--- src/rtl/sseg_mux_driver.sv ---
// Time-multiplexed common-anode 7-seg driver: per-frame input snapshot, PWM dim, blink, anode guard band.
// Outputs registered one cycle after internal scan state; free-running, no backpressure.
module sseg_mux_driver #(
  parameter int DIGITS      = 8,
  parameter int REFRESH_DIV = 50000,
  parameter int GUARD       = 16,
  parameter int DIM_BITS    = 4,
  parameter int BLINK_BITS  = 25
) (
  input  logic                  clk,
  input  logic                  reset_n,
  input  logic [4*DIGITS-1:0]   hex_in,
  input  logic [DIGITS-1:0]     dp_in,
  input  logic [DIGITS-1:0]     digit_en,
  input  logic [DIGITS-1:0]     blink_mask,
  input  logic [DIM_BITS-1:0]   brightness,
  output logic [DIGITS-1:0]     AN,
  output logic [6:0]            SSEG,
  output logic                  DP,
  output logic                  frame_tick
);

  localparam int PW = (REFRESH_DIV > 1) ? $clog2(REFRESH_DIV) : 1;
  localparam int SW = $clog2(DIGITS);
  localparam logic [PW-1:0] PRE_MAX   = PW'(REFRESH_DIV - 1);
  localparam logic [PW-1:0] GUARD_END = PW'(GUARD);
  localparam logic [SW-1:0] SLOT_MAX  = SW'(DIGITS - 1);

  logic [PW-1:0]             prescaler_q, prescaler_d;
  logic [SW-1:0]             slot_q, slot_d;
  logic [DIM_BITS-1:0]       pwm_cnt_q;
  logic [BLINK_BITS-1:0]     blink_cnt_q;

  logic [DIGITS-1:0][3:0]    shadow_hex_q;
  logic [DIGITS-1:0]         shadow_dp_q;
  logic [DIGITS-1:0]         shadow_en_q;
  logic [DIGITS-1:0]         shadow_blink_q;
  logic [DIM_BITS-1:0]       shadow_bri_q;

  logic [DIGITS-1:0]         an_d;
  logic [6:0]                sseg_d;
  logic                      dp_d;

  logic slot_tick, snap, pwm_on, blink_phase, visible;

  function automatic logic [6:0] decode(input logic [3:0] v);
    logic [6:0] s;
    unique case (v)
      4'h0: s = 7'b1000000;
      4'h1: s = 7'b1111001;
      4'h2: s = 7'b0100100;
      4'h3: s = 7'b0110000;
      4'h4: s = 7'b0011001;
      4'h5: s = 7'b0010010;
      4'h6: s = 7'b0000010;
      4'h7: s = 7'b1111000;
      4'h8: s = 7'b0000000;
      4'h9: s = 7'b0010000;
      4'hA: s = 7'b0001000;
      4'hB: s = 7'b0000011;
      4'hC: s = 7'b1000110;
      4'hD: s = 7'b0100001;
      4'hE: s = 7'b0000110;
      4'hF: s = 7'b0001110;
    endcase
    return s;
  endfunction

  assign slot_tick   = (prescaler_q == PRE_MAX);
  // Snapshot coincides with the slot wrap, so digit 0 always starts on fresh data.
  assign snap        = slot_tick && (slot_q == SLOT_MAX);
  assign prescaler_d = slot_tick ? '0 : prescaler_q + 1'b1;
  assign slot_d      = !slot_tick ? slot_q : ((slot_q == SLOT_MAX) ? '0 : slot_q + 1'b1);

  assign pwm_on      = (pwm_cnt_q <= shadow_bri_q);
  assign blink_phase = blink_cnt_q[BLINK_BITS-1];
  assign visible     = (prescaler_q >= GUARD_END) && shadow_en_q[slot_q] && pwm_on
                       && !(blink_phase && shadow_blink_q[slot_q]);

  always_comb begin
    an_d   = '1;
    sseg_d = 7'h7F;
    dp_d   = 1'b1;
    if (visible) begin
      an_d[slot_q] = 1'b0;
      sseg_d       = decode(shadow_hex_q[slot_q]);
      dp_d         = ~shadow_dp_q[slot_q];
    end
  end

  always_ff @(posedge clk or negedge reset_n) begin
    if (!reset_n) begin
      prescaler_q    <= '0;
      slot_q         <= '0;
      pwm_cnt_q      <= '0;
      blink_cnt_q    <= '0;
      shadow_hex_q   <= '0;
      shadow_dp_q    <= '0;
      shadow_en_q    <= '0;
      shadow_blink_q <= '0;
      shadow_bri_q   <= '0;
      AN             <= '1;
      SSEG           <= 7'h7F;
      DP             <= 1'b1;
      frame_tick     <= 1'b0;
    end else begin
      prescaler_q <= prescaler_d;
      slot_q      <= slot_d;
      pwm_cnt_q   <= pwm_cnt_q + 1'b1;
      blink_cnt_q <= blink_cnt_q + 1'b1;
      if (snap) begin
        shadow_hex_q   <= hex_in;
        shadow_dp_q    <= dp_in;
        shadow_en_q    <= digit_en;
        shadow_blink_q <= blink_mask;
        shadow_bri_q   <= brightness;
      end
      frame_tick <= snap;
      AN         <= an_d;
      SSEG       <= sseg_d;
      DP         <= dp_d;
    end
  end

endmodule

--- config.mk ---
export PLATFORM = sky130hd
export DESIGN_NAME = sseg_mux_driver
export DESIGN_NICKNAME = d
export VERILOG_FILES = /design/src/rtl/sseg_mux_driver.sv
export SDC_FILE = /design/constraint.sdc
export NUM_CORES = 1
export LEC_CHECK = 0
export CORE_MARGIN = 2
export CORE_UTILIZATION = 55
export CTS_CLUSTER_DIAMETER = 80
export CTS_CLUSTER_SIZE = 24
export DETAILED_ROUTE_END_ITERATION = 8
export PLACE_DENSITY_LB_ADDON = 0.25
export SYNTH_ARGS = -nofsm -noshare
export SYNTH_HDL_FRONTEND = slang
export SYNTH_SLANG_ARGS = --single-unit
--- constraint.sdc ---
create_clock -name clk -period 3.1 [get_ports clk]
set_clock_uncertainty 0.05 [all_clocks]
set_input_delay 0.62 -clock clk [delete_from_list [all_inputs] [get_ports clk]]
set_output_delay 0.62 -clock clk [all_outputs]
set_load 0.05 [all_outputs]
=== After elaboration in Yosys (flattened, before gate mapping) ===
Memories as Yosys holds them, arrays and structs flattened.
Cells that the tools add are included.

* Divide/modulo/power cells: 0
* Bitwise operators: 2
* Add/subtract/negate cells: 4
* Order comparisons: 4
* Multiply operators: 0
* Equal/unequal tests: 2
* Muxes and demuxes: 15
* Reduce and logical (&&, ||, !) cells: 7
* Shift-type cells: 0

{| class="wikitable"
|+ Operators by type and width
! kind !! count
|-
| $add 25x1->25 const B || 1
|-
| $add 16x1->16 const B || 1
|-
| $eq 16x16->1 const B || 1
|-
| $ge 16x5->1 const B || 1
|-
| $mux 16 || 1
|-
| $bmux 4 s3 || 1
|-
| $bmux 1 s3 || 3
|-
| $mux 8 || 1
|-
| $not 8->8 || 1
|-
| $mux 7 || 1
|-
| $logic_and 1x1->1 || 6
|-
| $mux 1 || 5
|-
| $add 4x1->4 const B || 1
|-
| $le 4x4->1 || 1
|-
| $lt 3x4->1 const B || 1
|-
| $mux 4 || 1
|-
| $add 3x1->3 const B || 1
|-
| $demux 1 s3 || 1
|-
| $eq 3x3->1 const B || 1
|-
| $ge 3x1->1 const B || 1
|-
| $mux 3 || 1
|-
| $logic_not 1->1 || 1
|-
| $not 1->1 || 1
|}

* Memory bits (read-only): 112
* RAM bits: 0
* Logic and storage cells: 55
* Register bits after elaboration: 125
* Memories kept: 1
* Bits of input ports: 62
* Bits in latches: 0

{| class="wikitable"
|+ Memories
! name !! depth !! width !! read ports !! clocked after memory_dff !! write ports !! line !! RTL
|-
| (name not given) || 16 || 7 || 1 || 0 || 0 || 48 || <nowiki>unique case (v)</nowiki>
|}

=== Logic depth before layout (Yosys ltp) ===
Gate-level depths: netlist (run 1).

* Word-level depth: 6
* Gate-level depth with buffers: 12

=== Worst setup path before layout (run 1) ===
No wires, ideal clock.

* Kind: flip-flop to flip-flop
* From: register slot_q[1]
* To: register SSEG[2]
* Arrival time: 2.385 ns
* Required time: 2.986 ns
* Cell stages (with the launch flop): 10
* Slack: 0.601 ns
* Period minus slack after synthesis: 2.499 ns
* Cells stage by stage: dfrtp_1 buf_6 buf_6 mux4_2 nor2_1 a221oi_1 inv_1 ha_1 or3_1 nand3_1

* Cells in the longest elaborated chain, start to end: 6
* Elaborated cells on any way between the ends: 13
* Those cells by class: mux: 7; reduce/logical: 5; memory: 1

{| class="wikitable"
|+ RTL lines
! element !! line !! RTL
|-
| start, declared || 30 || <nowiki>logic [SW-1:0] slot_q, slot_d;</nowiki>
|-
| start signal, assigned || 108 || <nowiki>slot_q <= slot_d;</nowiki>
|-
| parallel branches: the longest is 5 deep, another holds $mem_v2 16x7 || - ||
|-
| $mux 7 * || 84 || <nowiki>if (visible) begin</nowiki>
|-
| net sseg_d[2] || 41 || <nowiki>logic [6:0] sseg_d;</nowiki>
|-
| end signal, assigned || 120 || <nowiki>SSEG <= sseg_d;</nowiki>
|-
| end, declared || 18 || <nowiki>output logic [6:0] SSEG,</nowiki>
|}

Mark *: on every way through the listed nets, which the timed path passes. The select of a mux whose other input is x is not followed.
A chain may end at the register's enable or synchronous reset.

=== Worst setup path in the final report (run 1) ===
* From: register slot_q[0]
* To: register SSEG[0]

Same word-level chain as after synthesis.

==> impl_metrics.env, run 1 <==
export IMPL_status="complete, no violations"
export IMPL_insertion_delay_ns=0.52
export IMPL_drv_cap=0
export IMPL_grt_max_degree=60
export IMPL_regToRegSetupSlack_ns=0.45
export IMPL_dieWidth_um=107
export IMPL_utilization_pct=70.7
export IMPL_placed_cell_area_um2=6700
export IMPL_clk_pin_slew_worst_paths_ns=0.06
export IMPL_dr_pass1_iters=4
export IMPL_power_density_nw_per_um2=546
export IMPL_final_min_clock_period_ns=2.65
export IMPL_worstPathArrival_ns=3.02
export IMPL_htreeDepth=4
export IMPL_drv_slew=0
export IMPL_dp_hpwl_um=7910
export IMPL_overflow=0
export IMPL_gp_congestion=0.801
export IMPL_seqPwrFrac_pct=43.0
export IMPL_die_area_um2=11500
export IMPL_switching_power_mw=0.822
export IMPL_grt_setup_unrepaired="false"
export IMPL_grt_pass1_wl_um=19100
export IMPL_timing_hold_ws_ns=0.118
export IMPL_ys_warn_count=0
export IMPL_ios=79
export IMPL_reg2reg_to="SSEG[0]"
export IMPL_r2r_cells=8
export IMPL_critPathKind="register to register"
export IMPL_worst_pin_slew_ns=0.756
export IMPL_syn_nets=533
export IMPL_cts_setup_buffers=0
export IMPL_post_drt_wl_per_cell_um=16.5
export IMPL_drt_met1_wl_um=4830
export IMPL_portBuffers=78
export IMPL_worstSetupEndpointType="register"
export IMPL_synth_edf_count=0
export IMPL_antenna_found_initial=0
export IMPL_ys_top_cells_by_count="dfrtp_1, mux2_2, nand3_1, nor2_1"
export IMPL_max_slew_margin_pct=49.6
export IMPL_ys_types=56
export IMPL_synth_largest_area_cell="dfrtp_1"
export IMPL_holdBufCountCts=0
export IMPL_synth_ff_type="dfrtp_1"
export IMPL_grt_use_total_pct=21.8
export IMPL_grt_pass1_vias=3980
export IMPL_start_kind="register"
export IMPL_ctsResizeCount=0
export IMPL_dr_wl_met2_um=5920
export IMPL_async_flop_share_pct=100
export IMPL_initial_utilization_pct=56.7
export IMPL_drc=0
export IMPL_areaGrowthSynthToFinish_pct=24.7
export IMPL_yosysMostFrequentCell="dfrtp_1"
export IMPL_fmax_mhz=377
export IMPL_num_vias=3757
export IMPL_antenna_left=0
export IMPL_synth_seq_cells=125
export IMPL_synth_seq_area_share_pct=53.8
export IMPL_core_area_um2=10300
export IMPL_fin_setup_tns_ns=0
export IMPL_cts_inserted_buffers=17
export IMPL_regToRegStartpoint="slot_q[0]"
export IMPL_fp_dieH_um=107
export IMPL_swShare_pct=20.6
export IMPL_p_leak_nw=3.16
export IMPL_clock_path_buffers=2
export IMPL_wl_um=11400
export IMPL_hold_viol=0
export IMPL_num_nets_final=618
export IMPL_cts_tree="built"
export IMPL_netlist_instances=455
export IMPL_cp_max_fo=21
export IMPL_syn_area_per_cell_um2=12.9
export IMPL_routed_top_layer="met4"
export IMPL_drt_iter0_drc=147
export IMPL_fp_row_count=37
export IMPL_avgViaCountPerCell=5.45
export IMPL_stdcell_area_um2=7300
export IMPL_setup_viol=0
export IMPL_clock_root_buffer="clkbuf_8"
export IMPL_p_clk_share_pct=50.2
export IMPL_fin_crit_sh_pct=85.5
export IMPL_p_comb_share_pct=6.7
export IMPL_drive_above_1_share_pct=23.1
export IMPL_netlist_area_um2=5850
export IMPL_met3RoutedLength_um=401
export IMPL_hold_class="input pin to async pin"
export IMPL_worst_ir_drop_vdd_v=0.000375
export IMPL_clkSinkCount=125
export IMPL_internal_power_mw=3.16
export IMPL_cp_data_required_time_ns=3.47
export IMPL_antenna_cells=0
export IMPL_yosys_top_cells_area="dfrtp_1, mux2_2, dfstp_2"
export IMPL_synth_top_cell_area_share_pct=46.6
per-stage QoR:
stage	power (mW)	std cells	setup slack, ns
after floorplan	1.86	455	0.601
after global placement	2.00	657	0.520
after detailed placement	2.01	657	0.463
after CTS	4.02	689	0.490
after global routing	4.11	689	0.246
final	3.98	689	0.449
sequential cells by signal, summed over array words and instances (netlist names):
name and cells:
DP 1, blink_cnt_q 25, shadow_en_q 8, SSEG 7
shadow_bri_q 4, shadow_hex_q 32, frame_tick 1, pwm_cnt_q 4
prescaler_q 16, shadow_dp_q 8, AN 8, slot_q 3
shadow_blink_q 8
worst max-delay path: stages (launching register included):
cell and delay, ns:
dfrtp_1 0.65, and2_0 0.38, a221oi_2 0.61, inv_1 0.21, ha_1 0.26, inv_1 0.06
nor3_1 0.04, mux2i_1 0.16, o2111ai_1 0.14
metal layers:
| layer | GRT usage, % | up-vias |
|---|---|---|
| li1 | - | 1772 |
| met1 | 26.6 | 1900 |
| met2 | 36.3 | 68 |
| met3 | 5.78 | 17 |
| met4 | 9.74 | 0 |
| met5 | 0 | - |
worst max path at each step:
stage / to / slack [ns] / startpoint / cells past startpoint
detailed placement: SSEG[0] / 0.46 / slot_q[0] / 8
global route: SSEG[0] / 0.25 / slot_q[0] / 9
global placement: SSEG[0] / 0.52 / slot_q[0] / 8
CTS: SSEG[0] / 0.49 / slot_q[0] / 9
finish: SSEG[0] / 0.45 / slot_q[0] / 8
floorplan: SSEG[2] / 0.60 / slot_q[1] / 9
power groups by stage:
stage | logic [mW] | registers [mW] | clock network [mW]
after floorplan | 0.0883 | 1.77 | 0
after global placement | 0.264 | 1.74 | 0
after detailed placement | 0.272 | 1.74 | 0
after CTS | 0.273 | 1.71 | 2.03
after global routing | 0.291 | 1.72 | 2.10
final | 0.268 | 1.71 | 2.00
placed cells by master, fill, tap and decap left out, types with 6 or more instances in the layout:
cell type,count
buf_4,9
clkbuf_16,16
clkbuf_8,6
clkdlybuf4s50_1,77
dfrtp_1,109
dfstp_2,16
ha_1,16
inv_1,18
mux2_2,61
mux2i_1,15
mux4_2,6
nand2_1,22
nand3_1,29
nor2_1,26
nor3_1,7
xnor2_1,22
xor2_1,16
cell families after synthesis:
group           after synthesis  share of synthesized area (%)
flops                       125                           53.8
buf+inv                      39                           4.32
simple gates                123                           10.9
compound gates               26                           4.08
fa+ha+maj                    16                           3.42
mux                          88                           17.8
xor+xnor                     38                           5.69
area by class of cell:
type / instances / area, um^2
fill: 742 / 3020
sequential: 125 / 3150
clock buffer: 26 / 498
inverter: 18 / 67.6
tap: 136 / 170
timing repair buffer: 87 / 858
multi-input combinational: 291 / 2450
clock inverter: 6 / 105
No activity file was read; power rests on OpenSTA's default activity.
==> run 2: changes to the inputs <==
--- a/config.mk
+++ b/config.mk
@@ -6,10 +6,11 @@
 export NUM_CORES = 1
 export LEC_CHECK = 0
 export CORE_MARGIN = 2
-export CORE_UTILIZATION = 55
+export CORE_UTILIZATION = 59
 export CTS_CLUSTER_DIAMETER = 80
 export CTS_CLUSTER_SIZE = 24
 export DETAILED_ROUTE_END_ITERATION = 8
+export GPL_ROUTABILITY_DRIVEN = 0
 export PLACE_DENSITY_LB_ADDON = 0.25
 export SYNTH_ARGS = -nofsm -noshare
 export SYNTH_HDL_FRONTEND = slang
==> constraint.sdc (replaced) <==
create_clock -name clk -period 3.33 [get_ports clk]
set_clock_uncertainty 0.05 [all_clocks]
set_input_delay 0.666 -clock clk [delete_from_list [all_inputs] [get_ports clk]]
set_output_delay 0.666 -clock clk [all_outputs]
set_load 0.05 [all_outputs]
==> run 2 against run 1 <==
Compared with the run above: total power down 6.3%; cell count did not move; first-iteration DRC count decreased by 6.8%; combinational power fell by 7%; sequential cell count did not move; sequential share of layout area decreased by 0.15 points; largest cell class unchanged; highest routed layer unchanged.
==> impl_metrics.env, run 2 (synthesis results as in run 1) <==
export IMPL_final_common_cell="dfrtp_1"
export IMPL_p_leak_nw=3.16
export IMPL_post_drt_wl_per_cell_um=17.0
export IMPL_seqPwrFrac_pct=42.8
export IMPL_clk_pin_slew_worst_paths_ns=0.06
export IMPL_swShare_pct=21.7
export IMPL_largest_reg_flops=32
export IMPL_cts_inserted_buffers=17
export IMPL_fin_crit_sh_pct=85.4
export IMPL_ios=79
export IMPL_start_kind="register"
export IMPL_fp_row_count=36
export IMPL_fmax_mhz=352
export IMPL_htreeDepth=4
export IMPL_cpMostUsedCell="inv_1"
export IMPL_max_slew_margin_pct=45.6
export IMPL_regArea_um2=3150
export IMPL_grt_setup_unrepaired="false"
export IMPL_grt_use_total_pct=23.3
export IMPL_status="complete, no violations"
export IMPL_internal_power_mw=2.92
export IMPL_drv_slew=0
export IMPL_timing_hold_ws_ns=0.0866
export IMPL_hold_viol=0
export IMPL_initial_utilization_pct=60.4
export IMPL_clkSinkCount=125
export IMPL_slowest_stage="a221oi_1"
export IMPL_grt_pass1_vias=3949
export IMPL_p_comb_share_pct=6.7
export IMPL_overflow=0
export IMPL_worst_pin_slew_ns=0.816
export IMPL_final_min_clock_period_ns=2.84
export IMPL_ctsResizeCount=0
export IMPL_insertion_delay_ns=0.51
export IMPL_worst_ir_drop_vdd_v=0.000359
export IMPL_antenna_left=0
export IMPL_dieWidth_um=104
export IMPL_dp_hpwl_um=8020
export IMPL_switching_power_mw=0.809
export IMPL_worstSetupEndpointType="register"
export IMPL_clock_path_buffers=2
export IMPL_cts_tree="built"
export IMPL_cp_data_required_time_ns=3.71
export IMPL_die_area_um2=10700
export IMPL_path_buf_inv=2
export IMPL_core_area_um2=9680
export IMPL_fin_setup_tns_ns=0
export IMPL_drive_above_1_share_pct=23.9
export IMPL_cp_top_family="compound AO/OA/AOI/OAI gates"
export IMPL_drv_cap=0
export IMPL_p_clk_share_pct=50.5
export IMPL_fp_dieH_um=104
export IMPL_critPathMaxStageDelay_ns=0.76
export IMPL_areaGrowthSynthToFinish_pct=25.2
export IMPL_nFillCells=609
export IMPL_clock_root_buffer="clkbuf_8"
export IMPL_avgViaCountPerCell=5.48
export IMPL_critPathKind="register to register"
export IMPL_cp_max_fo=13
export IMPL_drc=0
export IMPL_cp_cell_sequence="and2_0, a221oi_1, inv_1, ha_1, inv_1, nor3_1, mux2i_1, o2111ai_1"
export IMPL_multi_input_area_um2=2450
export IMPL_power_density_nw_per_um2=509
export IMPL_holdBufCountCts=0
export IMPL_wl_um=11700
export IMPL_final_cell_mix="dfrtp_1, clkdlybuf4s50_1, mux2_2, nand3_1, nor2_1"
export IMPL_regToRegSetupSlack_ns=0.49
export IMPL_portBuffers=78
export IMPL_grt_max_degree=83
export IMPL_dr_pass1_iters=8
export IMPL_antenna_found_initial=0
export IMPL_setup_viol=0
export IMPL_cts_setup_buffers=0
export IMPL_largestRegisters="shadow_hex_q x32, blink_cnt_q x25, prescaler_q x16"
export IMPL_drt_iter0_drc=137
export IMPL_worstPathArrival_ns=3.22
export IMPL_top_register="shadow_hex_q"
export IMPL_num_vias=3776
export IMPL_num_nets_final=621
export IMPL_antenna_cells=0
export IMPL_grt_pass1_wl_um=19400
export IMPL_hold_class="input pin to async pin"
[run 2: worst paths after layout]
| kind | cells after the start | endpoint | startpoint |
|---|---|---|---|
| worst min register to register | 1 | blink_cnt_q[13] | blink_cnt_q[13] |
| worst max-delay path | 8 | SSEG[0] | slot_q[1] |
| worst max register to register | 8 | SSEG[0] | slot_q[1] |
| worst min-delay path | 1 | prescaler_q[3] | reset_n |
| min in group clk | 1 | blink_cnt_q[13] | blink_cnt_q[13] |
| max in group asynchronous | 2 | DP | reset_n |
[run 2: power by group through the flow]
stage | Sequential, mW | Clock [mW] | Combinational [mW]
2_1_floorplan | 1.65 | 0 | 0.0822
3_3_place_gp | 1.62 | 0 | 0.243
3_5_place_dp | 1.62 | 0 | 0.249
4_1_cts | 1.60 | 1.91 | 0.252
5_1_grt | 1.60 | 1.98 | 0.269
6_report | 1.60 | 1.88 | 0.249
[run 2: routing by layer]
metal | vias up | track usage [%] | routed length (um)
met5 | - | 0 | 0
met2 | 91 | 40.0 | 6080
li1 | 1776 | - | -
met4 | 0 | 9.07 | 185
met1 | 1890 | 28.6 | 5000
met3 | 19 | 5.54 | 450
[run 2: cell type report]
type                    count  share of cell area (%)
flip-flops and latches    125                    43.0
clock buffers              19                    5.76
multi-input cells         291                    33.5
repair buffers             90                    12.0
clock inverters            13                    2.58
inverters                  18                   0.922
well taps                 133                    2.27
[run 2: per-stage QoR]
stage / area (um^2) / setup slack [ns] / util, % / instances / power [mW]
6_report: 7330 / 0.487 / 75.6 / 689 / 3.73
5_1_grt: 7330 / 0.297 / 75.6 / 689 / 3.85
4_1_cts: 7330 / 0.534 / 75.6 / 689 / 3.76
3_5_place_dp: 6720 / 0.613 / 69.3 / 657 / 1.87
3_3_place_gp: 6720 / 0.741 / 69.3 / 657 / 1.86
2_1_floorplan: 5850 / 0.831 / - / 455 / 1.73
